$ cat src/rtl/alu_seq.sv
// alu_seq: registered, parametrised ALU with a carry flag, zero flag,
// serial (1 bit per cycle) shifts and a start/busy/done handshake.
//
// Ports:
//   clk     in   1      system clock, rising edge
//   reset   in   1      synchronous, active-high reset
//   start   in   1      launch an operation; sampled only when idle
//   aluc    in   4      operation code, latched at accepted start
//   a       in   WIDTH  operand A, latched at accepted start
//   b       in   WIDTH  operand B, latched at accepted start; b[SW-1:0] = shift amount
//   cy_in   in   1      external carry-in (EXT_CY=1 only), sampled at start
//   z       out  WIDTH  result register
//   cy_out  out  1      carry flag register
//   zf      out  1      zero flag register, (z == 0)
//   busy    out  1      operation in progress
//   done    out  1      one-cycle pulse when z/cy_out/zf hold the new result
module alu_seq #(
    parameter int WIDTH  = 16,
    parameter int EXT_CY = 0,
    localparam int SW    = $clog2(WIDTH)
) (
    input  logic             clk,
    input  logic             reset,
    input  logic             start,
    input  logic [3:0]       aluc,
    input  logic [WIDTH-1:0] a,
    input  logic [WIDTH-1:0] b,
    input  logic             cy_in,
    output logic [WIDTH-1:0] z,
    output logic             cy_out,
    output logic             zf,
    output logic             busy,
    output logic             done
);

    typedef enum logic [1:0] {
        ST_IDLE  = 2'd0,
        ST_EXEC  = 2'd1,
        ST_SHIFT = 2'd2
    } state_t;

    localparam logic [WIDTH-1:0] ZERO_W = {WIDTH{1'b0}};
    localparam logic [WIDTH-1:0] ONE_W  = {{(WIDTH-1){1'b0}}, 1'b1};
    localparam logic [SW:0]      ONE_C  = {{SW{1'b0}}, 1'b1};

    state_t           state_r, state_s;
    logic [3:0]       aluc_r, aluc_s;
    // a_r doubles as the working shift register during SHIFT
    logic [WIDTH-1:0] a_r, a_s;
    logic [WIDTH-1:0] b_r, b_s;
    logic             ci_r, ci_s;
    // Loaded with amount+1: the final SHIFT cycle commits carry and done
    logic [SW:0]      cnt_r, cnt_s;
    // Last bit shifted out, committed to cy_out when the shift completes
    logic             sc_r, sc_s;
    logic [WIDTH-1:0] z_r, z_s;
    logic             cy_r, cy_s;
    logic             zf_r, zf_s;
    logic             busy_r, busy_s;
    logic             done_r, done_s;

    logic [WIDTH-1:0] op2_s;
    logic             cin_s;
    logic [WIDTH:0]   sum_s;

    // Shared adder for ADD, ADC and SUB (a + ~b + 1)
    always_comb begin
        op2_s = b_r;
        cin_s = 1'b0;
        case (aluc_r)
            4'b0101: cin_s = ci_r;
            4'b1101: begin
                op2_s = ~b_r;
                cin_s = 1'b1;
            end
            default: cin_s = 1'b0;
        endcase
        sum_s = {1'b0, a_r} + {1'b0, op2_s} + {{WIDTH{1'b0}}, cin_s};
    end

    // Next-state, datapath and output computation
    always_comb begin
        state_s = state_r;
        aluc_s  = aluc_r;
        a_s     = a_r;
        b_s     = b_r;
        ci_s    = ci_r;
        cnt_s   = cnt_r;
        sc_s    = sc_r;
        z_s     = z_r;
        cy_s    = cy_r;
        zf_s    = zf_r;
        busy_s  = busy_r;
        done_s  = 1'b0;
        case (state_r)
            ST_IDLE: begin
                if (start) begin
                    aluc_s = aluc;
                    a_s    = a;
                    b_s    = b;
                    ci_s   = (EXT_CY != 0) ? cy_in : cy_r;
                    sc_s   = cy_r;
                    busy_s = 1'b1;
                    // A zero shift amount falls through to the single-cycle path
                    if ((aluc[3:1] == 3'b111) && (b[SW-1:0] != {SW{1'b0}})) begin
                        state_s = ST_SHIFT;
                        cnt_s   = {1'b0, b[SW-1:0]} + ONE_C;
                    end else begin
                        state_s = ST_EXEC;
                    end
                end else begin
                    state_s = ST_IDLE;
                end
            end
            ST_EXEC: begin
                case (aluc_r)
                    4'b0000: z_s = a_r;
                    4'b0001: z_s = b_r;
                    4'b0010: z_s = ~a_r;
                    4'b0011: z_s = ~b_r;
                    4'b0100: {cy_s, z_s} = sum_s;
                    4'b0101: {cy_s, z_s} = sum_s;
                    4'b0110: z_s = a_r | b_r;
                    4'b0111: z_s = a_r & b_r;
                    4'b1000: z_s = ZERO_W;
                    4'b1001: z_s = ONE_W;
                    4'b1010: z_s = ~ZERO_W;
                    4'b1011: cy_s = 1'b0;
                    4'b1100: cy_s = 1'b1;
                    4'b1101: {cy_s, z_s} = sum_s;
                    // Only zero-amount shifts reach here: pass a through
                    4'b1110: z_s = a_r;
                    4'b1111: z_s = a_r;
                    default: z_s = z_r;
                endcase
                zf_s    = (z_s == ZERO_W);
                done_s  = 1'b1;
                busy_s  = 1'b0;
                state_s = ST_IDLE;
            end
            ST_SHIFT: begin
                if (cnt_r == ONE_C) begin
                    cy_s    = sc_r;
                    zf_s    = (z_r == ZERO_W);
                    done_s  = 1'b1;
                    busy_s  = 1'b0;
                    state_s = ST_IDLE;
                end else begin
                    if (aluc_r[0] == 1'b0) begin
                        sc_s = a_r[WIDTH-1];
                        a_s  = {a_r[WIDTH-2:0], 1'b0};
                    end else begin
                        sc_s = a_r[0];
                        a_s  = {1'b0, a_r[WIDTH-1:1]};
                    end
                    z_s     = a_s;
                    zf_s    = (a_s == ZERO_W);
                    cnt_s   = cnt_r - ONE_C;
                    state_s = ST_SHIFT;
                end
            end
            default: begin
                busy_s  = 1'b0;
                state_s = ST_IDLE;
            end
        endcase
    end

    // State and datapath registers; reset discards any partial shift
    always_ff @(posedge clk) begin
        if (reset) begin
            state_r <= ST_IDLE;
            aluc_r  <= 4'b0000;
            a_r     <= ZERO_W;
            b_r     <= ZERO_W;
            ci_r    <= 1'b0;
            cnt_r   <= {(SW+1){1'b0}};
            sc_r    <= 1'b0;
            z_r     <= ZERO_W;
            cy_r    <= 1'b0;
            zf_r    <= 1'b1;
            busy_r  <= 1'b0;
            done_r  <= 1'b0;
        end else begin
            state_r <= state_s;
            aluc_r  <= aluc_s;
            a_r     <= a_s;
            b_r     <= b_s;
            ci_r    <= ci_s;
            cnt_r   <= cnt_s;
            sc_r    <= sc_s;
            z_r     <= z_s;
            cy_r    <= cy_s;
            zf_r    <= zf_s;
            busy_r  <= busy_s;
            done_r  <= done_s;
        end
    end

    assign z      = z_r;
    assign cy_out = cy_r;
    assign zf     = zf_r;
    assign busy   = busy_r;
    assign done   = done_r;

endmodule

$ cat config.mk
export PLATFORM = sky130hd
export DESIGN_NAME = alu_seq
export DESIGN_NICKNAME = d
export VERILOG_FILES = /design/src/rtl/alu_seq.sv
export SDC_FILE = /design/constraint.sdc
export NUM_CORES = 1
export LEC_CHECK = 0
export CAP_MARGIN = 40
export CELL_PAD_IN_SITES_DETAIL_PLACEMENT = 0
export CELL_PAD_IN_SITES_GLOBAL_PLACEMENT = 1
export CORE_ASPECT_RATIO = 1.1
export CORE_MARGIN = 2
export CORE_UTILIZATION = 45
export CTS_CLUSTER_DIAMETER = 100
export DETAILED_ROUTE_END_ITERATION = 10
export PLACE_DENSITY_LB_ADDON = 0.1
export SYNTH_ARGS = -nofsm -noshare
export SYNTH_HDL_FRONTEND = slang
export SYNTH_SLANG_ARGS = --single-unit
$ cat constraint.sdc
create_clock -name clk -period 11.7 [get_ports clk]
set_input_delay 2.34 -clock clk [delete_from_list [all_inputs] [get_ports clk]]
set_output_delay 2.34 -clock clk [all_outputs]
set_load 0.02 [all_outputs]
# ---- Word level (Yosys, flattened, before mapping)
# Index checks and enable logic that the tools add are counted.
dict set report op_classes {
  add_sub_neg 4
  n_eq_ne 24
  muxes 33
  bitwise 4
  reduce_logical 17
}
# cell n
set ops {}
lappend ops {{case mux 16 bit (10 select lines)} 1}
lappend ops {{2-to-1 mux 16 bit} 7}
lappend ops {{case mux 16 bit (2 select lines)} 2}
lappend ops {{zero test 16 bit} 3}
lappend ops {{== test 4 bit, second input constant} 8}
lappend ops {{inverter 16 bit} 2}
lappend ops {{adder 16 x 16 -> 17 bit} 1}
lappend ops {{adder 17 x 1 -> 17 bit} 1}
lappend ops {{bitwise AND 16 bit} 1}
lappend ops {{== test 4 x 3 -> 1 bit, second input constant} 4}
lappend ops {{OR 16 bit} 1}
lappend ops {{2-to-1 mux 5 bit} 3}
lappend ops {{case mux 1 bit (2 select lines)} 6}
lappend ops {{case mux 5 bit (2 select lines)} 1}
lappend ops {{== test 4 x 2 -> 1 bit, second input constant} 2}
lappend ops {{2-to-1 mux 1 bit} 8}
lappend ops {{!= test 2 bit, second input constant} 4}
lappend ops {{2-to-1 mux 2 bit} 3}
lappend ops {{AND reduction 2 bit} 3}
lappend ops {{AND reduction 3 bit} 2}
lappend ops {{OR reduction 3 bit} 2}
lappend ops {{adder 4 x 1 -> 5 bit, second input constant} 1}
lappend ops {{== test 5 x 1 -> 1 bit, second input constant} 1}
lappend ops {{subtractor 5 x 1 -> 5 bit, second input constant} 1}
lappend ops {{13 further kinds} 14}
dict set report word_totals {
  regBits 65
  input_bits 40
  output_inout_bits 20
  elab_cells 94
}

# ---- Longest topological paths before layout
dict set report logic_depth {
  depth_word 8
  depth_mapped 17
  depth_no_buf 13
}

# ---- Worst setup path after synthesis
# No wires, ideal clock.
dict set report synth_timing {
  path_type {flip-flop to flip-flop}
  startpoint {reg aluc_r[0]}
  endpoint {reg zf_r (netlist: zf)}
  setup_ns 0.069
  arrival_time_ns 4.079
  t_required_ns 11.631
  setup_slack_ns 7.552
  path_stages_with_launch 18
  path_buffers 5
  period_less_slack_ns 4.148
  path_cell_list {dfxtp_1 -> buf_6 -> buf_2 -> buf_2 -> buf_2 -> nand3_1 -> buf_2 -> xnor2_1 -> fa_1 -> fa_1 -> a211oi_1 -> o21bai_1 -> a211o_1 -> a31oi_1 -> o2111ai_1 -> nor4_1 -> nand4bb_1 -> o21ai_1}
}
dict set report synth_between {
  elab_chain_len 8
  word_cells_on_any_way 29
  cone_classes {2 x add/sub; 13 x eq/ne; 9 x mux; 5 x reduce/logical}
}
# element line_no
set synth_rtl {}
lappend synth_rtl {{start, declared} 47} ;# logic [3:0] aluc_r, aluc_s;
lappend synth_rtl {{start signal, assigned} 186} ;# aluc_r <= aluc_s;
lappend synth_rtl {{== test 4 bit} {70, 116}}
lappend synth_rtl {{2-to-1 mux 16 bit} 70} ;# case (aluc_r)
lappend synth_rtl {{adder 16 x 16 -> 17 bit} 78} ;# sum_s = {1'b0, a_r} + {1'b0, op2_s} + {{WIDTH{1'b0}}, cin_s};
lappend synth_rtl {{adder 17 x 1 -> 17 bit} 78}
lappend synth_rtl {{case mux 16 bit (10 select lines)} 116} ;# case (aluc_r)
lappend synth_rtl {{2-to-1 mux 16 bit} 95} ;# case (state_r)
lappend synth_rtl {{zero test 16 bit} 136} ;# zf_s = (z_s == ZERO_W);
lappend synth_rtl {{case mux 1 bit (2 select lines) *} 95}
lappend synth_rtl {{end signal, assigned} 194} ;# zf_r <= zf_s;
lappend synth_rtl {{end, declared} 58} ;# logic zf_r, zf_s;
# Every way passes the cells marked *; elsewhere a longest branch is shown, timed or not. The select of a mux whose other input is x is not followed.
# A chain may end at the register's enable or synchronous reset.

# ---- Worst setup path after layout
# Same ends and word-level chain as after synthesis.

==> results_dict.tcl <==
set metrics [dict create \
    synth_area_um2 5484 \
    critPathRequiredTime_ps 11980 \
    vias 5972 \
    routed_via_density 6.280 \
    clk_latency_ps 340 \
    synth_top_cell_area_share_pct 23.73 \
    synth_area_leaders "dfxtp_1, a21oi_1, nand2_1" \
    synth-xor-area-share_pct 3.993 \
    die_h_um 119.8 \
    nets 856 \
    setup_viol 0 \
    multi_input_area_um2 3825 \
    synthAdderAreaFrac_pct 5.749 \
    cp.arrival_ps 4880 \
    first_iter_violations 612 \
    dieArea_um2 13090 \
    gp_congestion 0.9918 \
    n_antenna_cell 0 \
    coreArea_um2 11980 \
    crit_type "register to register" \
    cts_htree_levels 3 \
    yosys.area.top_type "dfxtp_1" \
    avgSynthCellArea_um2 7.178 \
    wire_per_inst_um 20.85 \
    antenna_found_initial 0 \
    dpl-instance-area_um2 6065 \
    cap_violations 0 \
    end_kind "register" \
    syn-num-nets 828 \
    drt_wl_total_mm 19.83 \
    io_pins 60 \
    post_cts_resized 0 \
    ctsHoldBuffers 0 \
    cts.sinks 65 \
    drc 0 \
    final_cell_count_no_fill 951 \
    drt_first_pass_iters 5 \
    synth_ff_type "dfxtp_1" \
    grt_pass1_wl_mm 31.24 \
    synth_seq_cells 65 \
    status "completed" \
    fin_crit_ps 4604 \
    maxSlewViolCount 0 \
    mostFrequentLayoutCells "nand2_1, a21oi_1, dfxtp_1" \
    dieWidth_um 109.3 \
    rrSetupSlack_ps 7100 \
    cts_root_buf "clkbuf_16" \
    synthCells 764 \
    hold_class "register to register" \
    holdWs_ps 458.0 \
    synth_warnings 0 \
    synthMuxAreaShare_pct 2.190 \
    grt_pass1_vias 5730 \
    grt.overflow.total 0 \
    portBuffers 58 \
    placed_cells 935 \
    grt_max_degree 67 \
    ant_nets 0 \
    crit_chain "buf_4, nand3_1, xnor2_1, fa_1, fa_1, a211oi_1, nor2_1, a21oi_1, a21o_1, a211oi_1, nor4_1, nand4bb_1, o21ai_1" \
    ir_worst_vdd_v 0.0001257 \
    syn_to_final_growth_pct 16.15 \
    power.density_nw_per_um2 119.1 \
    layout-drive-gt1-share_pct 6.023 \
    finalSetupTns_ps 0 \
    clock_path_buffers 2 \
    total_power_uw 758.9 \
    final_common_cell "nand2_1" \
    path_max_fanout 58 \
    fmax_mhz 217.2 \
    seq_area_um2 1303 \
    clk_pin_slew_ps 60 \
    cts_tree "done" \
    fin_crit_sh_pct 39.35 \
    start_kind "register" \
    rsz0062_at_grt "no" \
    synth_top_family_by_area "compound AO/OA/AOI/OAI gates" \
    synth_compound_area_share_pct 31.99 \
    start_util_pct 45.77 \
    slowest_stage "buf_4" \
    synth_cell_types 70 \
    yosys.area_share.simple_pct 25.83 \
    dp_hpwl_mm 14.36 \
    skew_ps 6.917 \
    power.leakage_nw 2.253 \
    cts_setup_buffers 0 \
    nFillCells 1197 \
    max_stage_delay_ps 580 \
    hold_viol 0 \
    synth_edf_count 0 \
    ys_seq_area_share_pct 23.73 \
    rows 42 \
    fin_area_um2 6370 \
    worst_pin_slew_ps 808.0 \
    synthArstFlopShare_pct 0 \
    slew_headroom_pct 46.14 \
    grtUsageTotal_pct 31.34 \
    cts_buffers 9 \
]
==> metal layers <==
layer	track usage (%)	share of wire, %	routed length (um)
met3	4.020	6.6	1309
met2	50.39	47	9272
met4	16.85	4.9	964
met5	0	0	0
met1	40.42	42	8278
==> layout make-up <==
cell class,count,area share (%)
multi-input combinational,625,60.05
sequential,65,20.45
timing repair buffer,68,10.33
clock inverter,7,1.257
inverter,23,1.355
clock buffer,9,3.536
tap,154,3.025
==> per-stage QoR <==
| stage | util (%) | setup slack (ps) |
|---|---|---|
| after floorplan | - | 7552 |
| after detailed placement | 50.62 | 6814 |
| final | 53.16 | 7096 |
| after global placement | 50.49 | 6861 |
| after global routing | 53.16 | 6755 |
| after CTS | 53.16 | 7150 |
==> synth_stat cells (all sizes together) (7+ instances only) <==
master  number
and2        14
a21o         9
clkbuf      23
a211oi      21
dfxtp       65
o211ai      30
ha          22
nor3        15
xnor2       19
a31oi        7
nand3       20
nand2b      14
a21oi       94
nand2      118
buf         28
nor4        10
mux2i        9
o22ai       10
nor2        53
a211o        7
inv         23
nor2b       17
o21ai       47
==> cells by family (layout without fill, tap and decap cells) <==
| logic type | after synthesis | count (layout) |
|---|---|---|
| AND/OR/NAND/NOR | 294 | 294 |
| AO/OA/AOI/OAI | 271 | 271 |
| buffers and inverters | 74 | 107 |
| flip-flops | 65 | 65 |
| XOR/XNOR | 25 | 25 |
| adder cells (fa/ha/maj) | 24 | 24 |
| multiplexers | 11 | 11 |
==> worst max-delay path, delay by kind of cell, from the launching register on <==
kind | cells | cell delay, ps
AO/OA/AOI/OAI | 5 | 1370
XOR/XNOR | 1 | 200
adder cells (fa/ha/maj) | 2 | 880
buffers and inverters | 1 | 580
flip-flops | 1 | 540
AND/OR/NAND/NOR | 4 | 970
==> state kept, by name (all words and copies together), names as in the netlist <==
register / cells
done: 1
b_r: 16
busy: 1
zf: 1
aluc_r: 4
z: 16
sc_r: 1
cnt_r: 5
ci_r: 1
cy_out: 1
state_r: 2
a_r: 16
==> power by group <==
| group | internal, mW | switching [mW] | total (mW) |
|---|---|---|---|
| clock network | 0.167 | 0.114 | 0.281 |
| registers | 0.237 | 0.0284 | 0.265 |
| logic | 0.0870 | 0.125 | 0.212 |
==> final timing paths <==
check / from / to / cells past startpoint
worst max-delay path: aluc_r[0]$_SDFFE_PP0P_ / zf$_SDFFE_PP1P_ / 13
worst min-delay path: ci_r$_SDFFE_PP0P_ / ci_r$_SDFFE_PP0P_ / 2
worst min register to register: ci_r$_SDFFE_PP0P_ / ci_r$_SDFFE_PP0P_ / 2
worst max register to register: aluc_r[0]$_SDFFE_PP0P_ / zf$_SDFFE_PP1P_ / 13
Note: power is estimated with default switching activity, not from simulation.
==> patch (config.mk and constraints unchanged) <==
Put one more register stage on the output `z`, with the module's reset. The value now appears one clock later. The other outputs are not delayed to match. Comments in the files are not updated.
--- a/src/rtl/alu_seq.sv
+++ b/src/rtl/alu_seq.sv
@@ -197,7 +197,13 @@
         end
     end
 
-    assign z      = z_r;
+    always_ff @(posedge clk) begin
+        if (reset) begin
+            z <= '0;
+        end else begin
+            z <= z_r;
+        end
+    end
     assign cy_out = cy_r;
     assign zf     = zf_r;
     assign busy   = busy_r;
Check against the original RTL: not equivalent (a bounded check fails within 4 cycles, from zero or initial values and one cycle with reset high).
==> patch against the unedited design <==
Routed wire length decreased by 6.2%; setup slack got worse by 0.053 ns; count of clock-buffer cells in the layout unchanged; synthesized area increased by 3.9%; sequential cell count increased by 16; power increased by 10%; final area increased by 4.3%; non-clock buffer count unchanged; largest power group unchanged; highest routed layer unchanged.
==> patch: results (changes against the unedited design) <==
Parameter                              Value

Outcome
  Status    completed (unchanged)

Routing
  Vias    5788 (was 5972)
  Number of detailed-routing iterations run before antenna repair    5 (unchanged)
  First-iteration detailed-routing DRC count    481 (was 612)
  Routed wire per std cell    19.6 um (was 20.8 um)

Clocking
  Number of setup buffers added after CTS    0 (unchanged)
  Clock buffers created by TritonCTS    9 (unchanged)
  Buffer type at the clock tree root    sky130_fd_sc_hd__clkbuf_16 (unchanged)

Synthesis
  Cell variety after synth    71 (was 70)
  Share of flip-flops with an asynchronous set or reset    0% (unchanged)
  Synthesis warning total    0 (unchanged)
  Synth Net Count    825 (was 828)
  Synth cell count leaders    sky130_fd_sc_hd__nand2_1 (111), sky130_fd_sc_hd__a21oi_1 (99), sky130_fd_sc_hd__dfxtp_1 (81), sky130_fd_sc_hd__nor2_1 (58), sky130_fd_sc_hd__clkbuf_1 (33) (was sky130_fd_sc_hd__nand2_1 (118), sky130_fd_sc_hd__a21oi_1 (94), sky130_fd_sc_hd__dfxtp_1 (65), sky130_fd_sc_hd__nor2_1 (52), sky130_fd_sc_hd__o21ai_0 (39))
  Top_reg_cell synth    sky130_fd_sc_hd__dfxtp_1 (unchanged)
  Sequential element share of the synthesized area    28.5% (was 23.7%)
  Synthesized instance count    761 (was 764)
  Main area contributors after synthesis    sky130_fd_sc_hd__dfxtp_1 (28%), sky130_fd_sc_hd__a21oi_1 (8.7%), sky130_fd_sc_hd__nand2_1 (7.3%) (was sky130_fd_sc_hd__dfxtp_1 (24%), sky130_fd_sc_hd__a21oi_1 (8.6%), sky130_fd_sc_hd__nand2_1 (8.1%))

Placed design
  Number of buffers added on ports    58 (unchanged)
  Placement Setup Slack    6.72 ns (was 6.81 ns)
  Instance count after placement with tap cells included    933 (was 935)
  Post-Place Cell Area    6310 sq um (was 6060 sq um)
  Final RePlAce weighted congestion    0.926 (was 0.992)
  HPWL after DPL    13400 um (was 14400 um)

Timing
  Setup clock skew after layout    0.00783 ns (was 0.00692 ns)
  Slew at the pin closest to its max-slew limit    0.913 ns (was 0.808 ns)

Global routing
  Global-route wire length before repair    29500 um (was 31200 um)
  Pin count of the biggest net entering global routing    82 (was 67)
  Vias in the first global route    5433 (was 5730)
  GRT Util Overall    27.5% (was 31.3%)

Worst setup path
  Maximum fanout along the worst path    24 (was 58)
  Crit-path slowest cell    sky130_fd_sc_hd__and2_1 (was sky130_fd_sc_hd__buf_4)
  Highest cell delay on the worst timing path    0.74 ns (was 0.58 ns)
  Crit path DAT    4.91 ns (was 4.88 ns)

Power
  Static Leak    2.40 nW (was 2.25 nW)
  VDD IR-drop max    95.7 uV (was 126 uV)

Layout
  Ratio of cells with drive above 1 in the final layout    6.19% (was 6.02%)
  Diode count    0 (unchanged)
  Non-filler instance count after layout    949 (was 951)
  Fin nets    851 (was 856)
## patch: changes by cell type after synthesis, sizes merged, moves of 10 or more
cell	before	now
nor2b	17	32
o21ai	47	37
and2	14	4
buf	28	18
clkbuf	23	35
dfxtp	65	81
## patch: cells by family (layout without fill, tap and decap cells)
family          Yosys count  after routing  share of synthesized area [%]
flops                    81             81                           28.5
mux                      18             18                           3.18
xor+xnor                 29             29                           4.46
buf+inv                  68             99                           5.20
simple gates            289            289                           24.4
compound gates          252            252                           28.8
fa+ha+maj                24             24                           5.53
## patch: path summary, 6_finish.rpt
kind              endpoint      start  slack (ns)  cells after the start
setup / recovery  cnt_r[0]      start        7.04                      6
hold / removal        ci_r       ci_r        0.47                      2
hold reg to reg       ci_r       ci_r        0.47                      2
setup reg to reg        zf  aluc_r[2]        7.09                     14
## patch: final cells by class
class	instances	area, sq um
Multi-Input combinational cell	612	3780
Clock buffer	9	225
Inverter	15	56.3
Tap cell	157	196
Fill cell	1259	5840
Clock inverter	7	111
Timing Repair Buffer	68	651
Sequential cell	81	1620
## patch: routing by layer
metal	share of wire, %	routed length (um)	global-route usage [%]	vias up
met5	0	0	0	-
met4	4.2	778	12.9	0
met3	4.9	903	4.23	44
met2	48	8850	46.6	191
met1	43	8060	34.5	2760
li1	-	-	-	2793
## patch: worst reg2reg max path: cells and delay by family, from the launching register on
family | cells | cell delay (ns)
AOI/OAI and AO/OA | 6 | 1.87
adders and majority gates | 2 | 0.89
and+or+nand+nor | 3 | 0.77
xor gates and xnor gates | 2 | 0.37
buffers and inverters | 1 | 0.33
DFF | 1 | 0.31
## patch: power by group
part	total, mW	leakage, nW	internal (mW)	switching (mW)
sequential	0.318	0.662	0.293	0.0252
combinational	0.196	1.57	0.0807	0.115
clock	0.323	0.163	0.191	0.132
total	0.837	2.40	0.565	0.272
